--- src/rtl/vx_credit_return_if.sv ---
// Credit return channel between consumer-side tracker and producer.
// The master offers batched credits; the slave accepts them with ready.
interface vx_credit_return_if #(
  parameter int W = 1
);
  logic         credit_valid;
  logic         credit_ready;
  logic [W-1:0] credit_count;

  modport master (
    output credit_valid,
    output credit_count,
    input  credit_ready
  );

  modport slave (
    input  credit_valid,
    input  credit_count,
    output credit_ready
  );
endinterface

--- src/rtl/vx_credit_return.sv ---
// Consumer-side credit batcher: counts drained entries and returns them
// to the producer in batches, with timeout and flush for partial batches.
module vx_credit_return #(
  parameter int SIZE    = 1,
  parameter int BATCH   = 1,
  parameter int TIMEOUT = 0,
  parameter int CNTW    = $clog2(SIZE + 1)
) (
  input  logic            clk,
  input  logic            reset,
  input  logic            pop,
  input  logic            flush,
  vx_credit_return_if.master cr,
  output logic [CNTW-1:0] pending,
  output logic            idle
);

  localparam int TW = (TIMEOUT < 2) ? 1 : $clog2(TIMEOUT + 1);
  localparam logic [CNTW-1:0] SIZE_C  = CNTW'(SIZE);
  localparam logic [CNTW-1:0] BATCH_C = CNTW'(BATCH);
  localparam logic [TW-1:0]   TLAST   =
    TW'((TIMEOUT == 0) ? 0 : TIMEOUT - 1);

  typedef enum logic [1:0] {
    IDLE  = 2'd0,
    ACCUM = 2'd1,
    SEND  = 2'd2
  } state_t;

  state_t          state_q;
  logic [CNTW-1:0] acc_q;
  logic [CNTW-1:0] snap_q;
  logic [TW-1:0]   timer_q;

  logic            fire;
  logic            pop_ok;
  logic [CNTW-1:0] acc_d;
  logic            tmo;
  logic            full_b;

  always_comb begin
    fire   = (state_q == SEND) && cr.credit_ready;
    // A pop into a full counter with no return draining it is dropped.
    pop_ok = pop && (fire || (acc_q != SIZE_C));
    acc_d  = acc_q - (fire ? snap_q : '0) + {{(CNTW-1){1'b0}}, pop_ok};
    tmo    = (TIMEOUT != 0) && (timer_q == TLAST);
    full_b = (acc_d >= BATCH_C);
  end

  always_ff @(posedge clk or posedge reset) begin
    if (reset) begin
      state_q <= IDLE;
      acc_q   <= '0;
      snap_q  <= '0;
      timer_q <= '0;
    end else begin
      acc_q <= acc_d;
      unique case (state_q)
        IDLE: begin
          if (full_b) begin
            state_q <= SEND;
            snap_q  <= acc_d;
          end else if (acc_d != '0) begin
            state_q <= ACCUM;
            timer_q <= '0;
          end
        end
        ACCUM: begin
          if (full_b || flush || tmo) begin
            state_q <= SEND;
            snap_q  <= acc_d;
          end else begin
            timer_q <= timer_q + 1'b1;
          end
        end
        SEND: begin
          if (fire) begin
            if (full_b || (flush && acc_d != '0)) begin
              snap_q <= acc_d;
            end else if (acc_d != '0) begin
              state_q <= ACCUM;
              timer_q <= '0;
            end else begin
              state_q <= IDLE;
            end
          end
        end
        default: state_q <= IDLE;
      endcase
    end
  end

  assign cr.credit_valid = (state_q == SEND);
  assign cr.credit_count = snap_q;
  assign pending         = acc_q;
  assign idle            = (state_q == IDLE);

  ovf_a: assert property (
    @(posedge clk) disable iff (reset)
    !(pop && (acc_q == SIZE_C) && !fire)
  );

endmodule

--- src/flat_wrapper.sv ---
// flat-port wrapper written by rule: the top's interface ports become plain ports
module vx_credit_return_flat 
#(
  parameter int SIZE    = 1,
  parameter int BATCH   = 1,
  parameter int TIMEOUT = 0,
  parameter int CNTW    = $clog2(SIZE + 1)
)
  (clk, reset, pop, flush, pending, idle, cr_credit_valid, cr_credit_count, cr_credit_ready);
  vx_credit_return_if cr_i ();
  input  logic clk;
  input  logic reset;
  input  logic pop;
  input  logic flush;
  output logic [CNTW-1:0] pending;
  output logic idle;
  output wire logic [$bits(cr_i.credit_valid)-1:0] cr_credit_valid;
  output wire logic [$bits(cr_i.credit_count)-1:0] cr_credit_count;
  input wire logic [$bits(cr_i.credit_ready)-1:0] cr_credit_ready;
  assign cr_credit_valid = cr_i.credit_valid;
  assign cr_credit_count = cr_i.credit_count;
  assign cr_i.credit_ready = cr_credit_ready;
  vx_credit_return #(.SIZE(SIZE), .BATCH(BATCH), .TIMEOUT(TIMEOUT), .CNTW(CNTW)) u_core (.clk(clk), .reset(reset), .pop(pop), .flush(flush), .cr(cr_i), .pending(pending), .idle(idle));
endmodule
--- config.mk ---
export PLATFORM = sky130hd
export DESIGN_NAME = vx_credit_return_flat
export DESIGN_NICKNAME = d
export VERILOG_FILES = /design/src/rtl/vx_credit_return_if.sv /design/src/rtl/vx_credit_return.sv /design/src/flat_wrapper.sv
export SDC_FILE = /design/constraint.sdc
export NUM_CORES = 1
export LEC_CHECK = 0
export ABC_AREA = 1
export CORE_AREA = 10 10 47 49
export CTS_CLUSTER_SIZE = 12
export DETAILED_ROUTE_END_ITERATION = 10
export DIE_AREA = 0 0 57 59
export SYNTH_ARGS = -nofsm -noshare
export SYNTH_HDL_FRONTEND = slang
export SYNTH_SLANG_ARGS = --single-unit
--- constraint.sdc ---
create_clock -name clk -period 1.28 [get_ports clk]
set_clock_uncertainty 0.05 [all_clocks]
set_input_delay 0.128 -clock clk [delete_from_list [all_inputs] [get_ports clk]]
set_output_delay 0.128 -clock clk [all_outputs]
set_load 0.02 [all_outputs]
## Yosys cells after proc, flatten, opt, wreduce, memory -nomap -nowiden

Cells that the tools add are included.
Widths: inputs -> output; s select.

| cells by class | value |
|---|---|
| add/sub/neg operators | 2 |
| magnitude comparators | 1 |
| eq/ne operators | 8 |
| muxes and demuxes | 13 |
| bitwise operators | 1 |
| reductions and logical operators | 10 |

Operators with widths:

| kind | number |
|---|---|
| $mux 2 | 5 |
| $ne 2x1->1 const B | 4 |
| $mux 1 | 6 |
| $pmux 2 s3 | 1 |
| $reduce_and 5->1 | 1 |
| $reduce_and 4->1 | 1 |
| $logic_and 1x1->1 | 3 |
| $logic_or 1x1->1 | 3 |
| $ne 3x1->1 const B | 1 |
| $pmux 1 s3 | 1 |
| $reduce_bool 3->1 | 1 |
| $eq 2x1->1 const B | 1 |
| $eq 2x2->1 const B | 1 |
| $logic_not 2->1 | 1 |
| $ne 2x2->1 const B | 1 |
| $add 1x1->1 | 1 |
| $ge 1x1->1 const B | 1 |
| $not 1->1 | 1 |
| $sub 1x1->1 | 1 |

| storage, ports and cells | value |
|---|---|
| register bits after elaboration | 4 |
| output and inout port bits | 4 |
| logic and storage cells | 38 |

## Depth between registers and ports, before layout

Gate-level depths: netlist (run 1).

| logic depth | value |
|---|---|
| word-level depth | 10 |
| gate-level depth with buffers | 10 |

## Worst setup path before layout (run 1)

Ideal clock, no wire load.

| path | value |
|---|---|
| path type | register to register |
| from | register u_core.state_q[0] |
| to | register u_core.snap_q (netlist: u_core.cr.credit_count) |
| setup time | 117 ps |
| arrival time | 1129 ps |
| slack | -16 ps |
| stages on the path, launching flop included | 9 |
| period minus slack after synthesis | 1296 ps |
| cell sequence | dfrtp_1 -> nor2_2 -> nand3_1 -> nand2_1 -> nand2_2 -> nand2_2 -> nand2_2 -> nand4_1 -> nand2_1 |

| between the ends | value |
|---|---|
| longest elaborated chain between the ends | 9 |

Ends and longest elaborated chain:

| what | RTL line | source |
|---|---|---|
| start, declared | vx_credit_return.sv:30 | `state_t state_q;` |
| start signal, assigned | vx_credit_return.sv:52 | `state_q <= IDLE;` |
| start signal, assigned | vx_credit_return.sv:61 | `state_q <= SEND;` |
| start signal, assigned | vx_credit_return.sv:64 | `state_q <= ACCUM;` |
| $eq 2x2->1 * | - |  |
| via cr_credit_valid | flat_wrapper.sv:17 | `output wire logic [$bits(cr_i.credit_valid)-1:0] cr_credit_valid;` |
| $logic_and 1x1->1 | vx_credit_return.sv:42 | `fire = (state_q == SEND) && cr.credit_ready;` |
| $mux 1 / $logic_or 1x1->1 (equally long branches) | vx_credit_return.sv:45, vx_credit_return.sv:44 |  |
| $sub 1x1->1 / $logic_and 1x1->1 (equally long branches) | vx_credit_return.sv:45, vx_credit_return.sv:44 |  |
| $add 1x1->1 | vx_credit_return.sv:45 | `acc_d = acc_q - (fire ? snap_q : '0) + {{(CNTW-1){1'b0}}, pop_ok};` |
| $ge 1x1->1 / $logic_and 1x1->1 (equally long branches) | vx_credit_return.sv:47, vx_credit_return.sv:78 |  |
| $logic_or 1x1->1, on equally long branches | vx_credit_return.sv:78, vx_credit_return.sv:69 |  |
| $ne 2x1->1 (no source line) | - |  |
| $reduce_and 5->1 (no source line) | - |  |
| end signal, assigned | vx_credit_return.sv:54 | `snap_q <= '0;` |
| end signal, assigned | vx_credit_return.sv:62 | `snap_q <= acc_d;` |
| end signal, assigned | vx_credit_return.sv:79 | `snap_q <= acc_d;` |
| end, declared | vx_credit_return.sv:32 | `logic [CNTW-1:0] snap_q;` |

Mark *: on every way through the listed nets, which the timed path passes. The rest lies on a longest branch. The select of a mux whose other input is x is not followed.
A chain may end at the register's enable or synchronous reset.

## Worst setup path after layout (run 1)

| path | value |
|---|---|
| from | register u_core.state_q[0] |
| to | register u_core.snap_q (netlist: u_core.cr.credit_count) |

| between the ends | value |
|---|---|
| longest elaborated chain between the ends | 9 |

Ends and longest elaborated chain:

| what | RTL line |
|---|---|
| $eq 2x2->1 | vx_credit_return.sv:42, vx_credit_return.sv:58 |
| $logic_and 1x1->1 | vx_credit_return.sv:42 |
| $mux 1 / $logic_or 1x1->1 (equally long branches) | vx_credit_return.sv:45, vx_credit_return.sv:44 |
| $sub 1x1->1 / $logic_and 1x1->1 (equally long branches) | vx_credit_return.sv:45, vx_credit_return.sv:44 |
| $add 1x1->1 | vx_credit_return.sv:45 |
| $ge 1x1->1 / $logic_and 1x1->1 (equally long branches) | vx_credit_return.sv:47, vx_credit_return.sv:78 |
| $logic_or 1x1->1, on equally long branches | vx_credit_return.sv:78, vx_credit_return.sv:69 |
| $ne 2x1->1 (no source line) | - |
| $reduce_and 5->1 (no source line) | - |

Several ways; a longest one is shown, not always the timed one. The select of a mux whose other input is x is not followed.

==> results of run 1 <==
cells in the final DEF (no fill, tap or decap):
cell type,instances
nand2_1,8
clkbuf_4,3
inv_1,9
dlygate4sd2_1,2
buf_2,1
inv_2,1
clkdlybuf4s50_1,4
buf_4,4
nand4_1,2
nand2_2,3
nand2_4,2
nor2_1,3
clkdlybuf4s15_1,1
nand3_2,3
buf_6,1
nor2_4,2
dfrtp_1,4
flip-flops by register name (all words and copies together), names as in the netlist:
name                    flops
u_core.cr.credit_count      1
u_core.state_q              2
u_core.pending              1
power groups by stage:
stage	Combinational (W)	Sequential (W)	Clock [W]
after floorplan	0.000243	0.000242	0
after global placement	0.000444	0.000211	0
after detailed placement	0.000453	0.000214	0
after CTS	0.000437	0.000215	0.000160
after global routing	0.000503	0.000222	0.000168
final	0.000453	0.000214	0.000158
repair_timing:
action                     in CTS  in global routing
gates resized for setup        12                  3
pin swaps                       6                  6
setup buffers                   2                  0
setup endpoints to repair       6                  3
final cells by class:
class / count / area, um^2 / share of cell area (%)
multi-input cells: 23 / 147.6 / 33.43
flip-flops and latches: 4 / 100.1 / 22.66
clock buffers: 3 / 22.52 / 5.099
well taps: 16 / 20.02 / 4.533
repair buffers: 13 / 113.9 / 25.78
inverters: 10 / 37.54 / 8.499
worst min-delay path by stage:
stage | startpoint | end | slack (ns) | cells after the start
floorplan | reset | u_core.cr.credit_count | -0.16 | 1
global placement | reset | u_core.pending | 0.27 | 2
detailed placement | reset | u_core.cr.credit_count | 0.28 | 2
CTS | reset | u_core.state_q[1] | 0.03 | 2
global route | reset | u_core.state_q[1] | 0.06 | 2
finish | reset | u_core.state_q[1] | 0.02 | 2
cells by family after synthesis:
kind of cell,count (synthesis),share of synthesized area [%]
DFF,4,39.61
buffers and inverters,10,14.85
and+or+nand+nor,23,45.54
metrics by stage:
step | setup slack (ns) | total power [W] | hold slack (ns)
global placement | -0.1142 | 0.0006549 | 0.2712
CTS | -0.02757 | 0.0008118 | 0.02691
floorplan | 0.04610 | 0.0004846 | -0.1559
finish | -0.02353 | 0.0008257 | 0.02055
detailed placement | -0.1588 | 0.0006669 | 0.2769
global route | -0.1403 | 0.0008929 | 0.05558
metal layers:
metal,vias to the layer above,track usage [%]
li1,141,-
met3,3,2.146
met1,122,3.214
met5,-,0
met4,0,5.034
met2,7,7.287
critical path: stages, from the launching register on:
cell	delay [ns]
dfrtp_1	0.40
inv_2	0.07
nand2_2	0.07
nor2_4	0.09
nand4_1	0.17
nand3_2	0.13
nand2_2	0.07
nand4_1	0.07
nand2_1	0.06
==> results_dict.tcl, run 1 <==
set metrics [dict create \
    root_buffer "clkbuf_4" \
    htree_num_levels 1 \
    max_clock_freq_mhz 767.1 \
    r2r_setup_slack_ns -0.02 \
    final_antenna_net_count 0 \
    cts.hold.buffers_added 0 \
    async_reset_ff_share_pct 100.0 \
    design_area_um2 441.7 \
    tns_ns -0.02353 \
    overflow 0 \
    crit_arrival_ns 1.37 \
    final-setup-viol-count 1 \
    vias_per_cell 3.957 \
    grt_pass1_wl_um 1090 \
    critical_path.endpoint "u_core.cr.credit_count" \
    tightestPinTransition_ns 0.2109 \
    hpwlAfterDp_um 517.2 \
    wirelength_um 688 \
    combinationalPowerShare_pct 54.9 \
    areaGrowthSynthToFinish_pct 74.75 \
    hold_viol_final 0 \
    ys_seq_area_share_pct 39.60 \
    synth_flop_cell "dfrtp_1" \
    maxSlewHeadroom_pct 86.00 \
    coreArea_um2 1401 \
    netlist_instances 37 \
    synth_top_cell_by_area "dfrtp_1" \
    antenna_found_initial 0 \
    r2r-start "u_core.state_q[0]" \
    post_dp_cell_area_um2 380.4 \
    clkLatencyLatePin_ns 0.24 \
    dr_total_vias 273 \
    ys_warn_count 0 \
    layout.nets 60 \
    gp_congestion 0.7615 \
    cp.required_ns 1.35 \
    syn_area_um2 252.7 \
    die_w_um 57 \
    power-per-cell-area_nw_per_um2 1870 \
    power_frac_clock_pct 19.2 \
    highest_layer "met4" \
    r2r_cells 8 \
    cts_inserted_buffers 3 \
    drive_above_1_share_pct 37.74 \
    num-fill-cells 162 \
    yosysTopAreaCellShare_pct 39.60 \
    crit_type "register to register" \
    met3_length_um 33 \
    cts_tree "yes" \
    wl_per_cell_um 9.971 \
    final_util_pct 31.52 \
    drc 0 \
    drtPass1Iterations 2 \
    drv_cap 0 \
    die_area_um2 3363 \
    start_util_pct 18.04 \
    p_seq_share_pct 25.9 \
    synth_enable_flop_cells 0 \
    synth_area_leaders "dfrtp_1 40%, inv_1 13%, nand2_1 13%, nand2_2 9.9%, nand4_1 5.0%" \
    switching_power_w 0.0003764 \
    synth_common_cells "9 x inv_1, 9 x nand2_1, 4 x dfrtp_1, 4 x nand2_2, 3 x nor2_1" \
    synth_seq_cells 4 \
    grt_max_degree 5 \
    grt_pass1_vias 296 \
    p_int_w 0.0004493 \
    violations "setup timing" \
    track_usage_pct 4.282 \
    row_count 14 \
    route.layer.met1.wl_um 257 \
    end_kind "register" \
    placed_cells 64 \
    cts.sinks 4 \
    fin_ws_ns -0.02353 \
    cp-startpoint "u_core.state_q[0]" \
    p_sw_share_pct 45.59 \
    drt_iter0_drc 3 \
    hold_class "input port to async pin" \
    chipHeight_um 59 \
    ys_types 10 \
    r2r-end "u_core.cr.credit_count" \
    port_buffers 8 \
    outcome "finished with violations" \
    syn_area_per_cell_um2 6.831 \
    synth_nets 42 \
    finalMaxSlewViolations 0 \
    cts_buffer_depth 2 \
    routed-wl-met2_um 374 \
    antenna_cells 0 \
    rsz0062_at_grt "true" \
    max-vdd-ir-drop_uv 601.5 \
    p_leak_nw 0.2579 \
    critPathMaxFanout 3 \
    period_needed_ns 1.304 \
    path_clk_slew_ns 0.04 \
    start_kind "register" \
    finalCritPeriodShare_pct 101.8 \
    instances_no_fill 69 \
    pin_count 9 \
]
(Power assumes the default switching activity.)
==> run 2, diff against run 1 <==
GPL_TIMING_DRIVEN = 0   (was unset)
==> results_dict.tcl, run 2 (same netlist as run 1, synthesis figures left out) <==
set metrics [dict create \
    crit_arrival_ns 1.37 \
    cts_inserted_buffers 3 \
    root_buffer "clkbuf_4" \
    crit_type "register to register" \
    clkLatencyLatePin_ns 0.24 \
    maxSlewHeadroom_pct 85.79 \
    crit_chain "inv_2, nand2_2, nor2_2, nand2_1, nand2_2, nand3_1, nand2_2, nand3_2, nand2_1, nand2_1" \
    cts.sinks 4 \
    overflow 0 \
    grt_max_degree 5 \
    r2r-end "u_core.cr.credit_count" \
    drc 0 \
    violations "setup timing" \
    dr_total_vias 248 \
    start_util_pct 18.04 \
    hold_viol_final 0 \
    pin_count 9 \
    coreArea_um2 1401 \
    max_clock_freq_mhz 770.5 \
    antenna_cells 0 \
    final_antenna_net_count 0 \
    period_needed_ns 1.298 \
    p_sw_share_pct 44.13 \
    wirelength_um 575 \
    p_seq_share_pct 27.3 \
    drive_above_1_share_pct 32.65 \
    tightestPinTransition_ns 0.2140 \
    switching_power_w 0.0003394 \
    layout.nets 56 \
    slowest_stage "dfrtp_2" \
    hold_class "input port to async pin" \
    rsz0062_at_grt "true" \
    finalCritPeriodShare_pct 101.4 \
    antenna_found_initial 0 \
    vias_per_cell 3.815 \
    grt_pass1_wl_um 1062 \
    r2r_setup_slack_ns -0.02 \
    final_common_cell "inv_1" \
    die_w_um 57 \
    grt_pass1_vias 268 \
    cp.required_ns 1.35 \
    end_kind "register" \
    fin_ws_ns -0.01778 \
    max-vdd-ir-drop_uv 623.8 \
    holdWs_ns 0.01699 \
    die_area_um2 3363 \
    largest_reg_flops 2 \
    outcome "finished with violations" \
    final_cell_mix "9 x inv_1, 8 x nand2_1, 5 x nand2_2" \
    cts_tree "yes" \
    track_usage_pct 4.233 \
    final-setup-viol-count 1 \
    drtPass1Iterations 4 \
    combinationalPowerShare_pct 52.4 \
    cts_buffer_depth 2 \
    path_clk_slew_ns 0.04 \
    critPathMaxFanout 4 \
    regMostFlops "u_core.state_q" \
    p_leak_nw 0.2180 \
    totalPowerFinal_w 0.0007691 \
    instances_no_fill 65 \
    row_count 14 \
    r2r_cells 10 \
    gp_congestion 0.7557 \
    power_frac_clock_pct 20.3 \
    r2r-start "u_core.state_q[0]" \
    port_buffers 8 \
    power-per-cell-area_nw_per_um2 1996 \
    chipHeight_um 59 \
    placed_cells 61 \
    hpwlAfterDp_um 483.3 \
    wl_per_cell_um 8.846 \
    htree_num_levels 1 \
    areaGrowthSynthToFinish_pct 52.48 \
    p_int_w 0.0004297 \
    drv_cap 0 \
    drt_iter0_drc 7 \
    finalMaxSlewViolations 0 \
    start_kind "register" \
    slowest_delay_ns 0.43 \
]
[run 2: changes by cell type in the layout (fill, tap and decap cells not counted), moves of 2 or more]
cell     previous run  this run
buf_4               4         1
nand2_2             3         5
nand2_4             2         0
nand3_1             0         2
nand3_2             3         1
[run 2: layout make-up]
type,instances,area (um^2)
timing repair buffer,9,81.33
inverter,10,37.54
sequential,4,101.3
tap,16,20.02
multi-input combinational,23,122.6
clock buffer,3,22.52
fill,166,1016
[run 2: timing repair]
| item | in CTS | in global routing |
|---|---|---|
| setup endpoints to repair | 6 | 3 |
| setup buffers | 1 | 0 |
| endpoints found under the hold margin | 0 | 0 |
| hold buffers | 0 | 0 |
| gates resized for setup | 8 | 2 |
[run 2: critical path, delay by kind of cell, from the launching register on]
family / cells / cell delay, ns
DFF: 1 / 0.43
buffers and inverters: 1 / 0.07
and+or+nand+nor: 9 / 0.63
[run 2: power by group through the flow]
stage          sequential, W  clock, W  combinational (W)
3_5_place_dp        0.000211         0           0.000447
4_1_cts             0.000210  0.000159           0.000418
5_1_grt             0.000225  0.000171           0.000461
2_1_floorplan       0.000242         0           0.000243
3_3_place_gp        0.000210         0           0.000440
6_report            0.000210  0.000156           0.000403
[run 2: worst max-delay path by stage]
stage	from	to	slack [ns]
after floorplan	u_core.state_q[0]	u_core.cr.credit_count	0.05
after global placement	cr_credit_ready	u_core.cr.credit_count	-0.15
after detailed placement	cr_credit_ready	u_core.cr.credit_count	-0.17
after CTS	u_core.state_q[0]	u_core.cr.credit_count	-0.03
after global routing	u_core.state_q[0]	u_core.cr.credit_count	-0.17
final	u_core.state_q[0]	u_core.cr.credit_count	-0.02
[run 2: stage by stage]
step / cell area [um^2] / setup TNS (ns) / worst slack [ns] / utilization, %
4_1_cts: 389.1 / -0.03616 / -0.02761 / 27.77
3_5_place_dp: 357.8 / -0.4250 / -0.1693 / 25.54
6_report: 385.4 / -0.01778 / -0.01778 / 27.50
2_1_floorplan: 257.7 / 0 / 0.04610 / -
3_3_place_gp: 357.8 / -0.3874 / -0.1499 / 25.54
5_1_grt: 385.4 / -0.2902 / -0.1731 / 27.50
[run 2: routing by layer]
layer  share of wire [%]  GRT usage, %  vias to the layer above
li1                    -             -                      134
met1                  36         3.559                      104
met2                  52         6.667                        7
met3                 7.5         2.146                        3
met4                 4.3         5.034                        0
met5                   0             0                        -
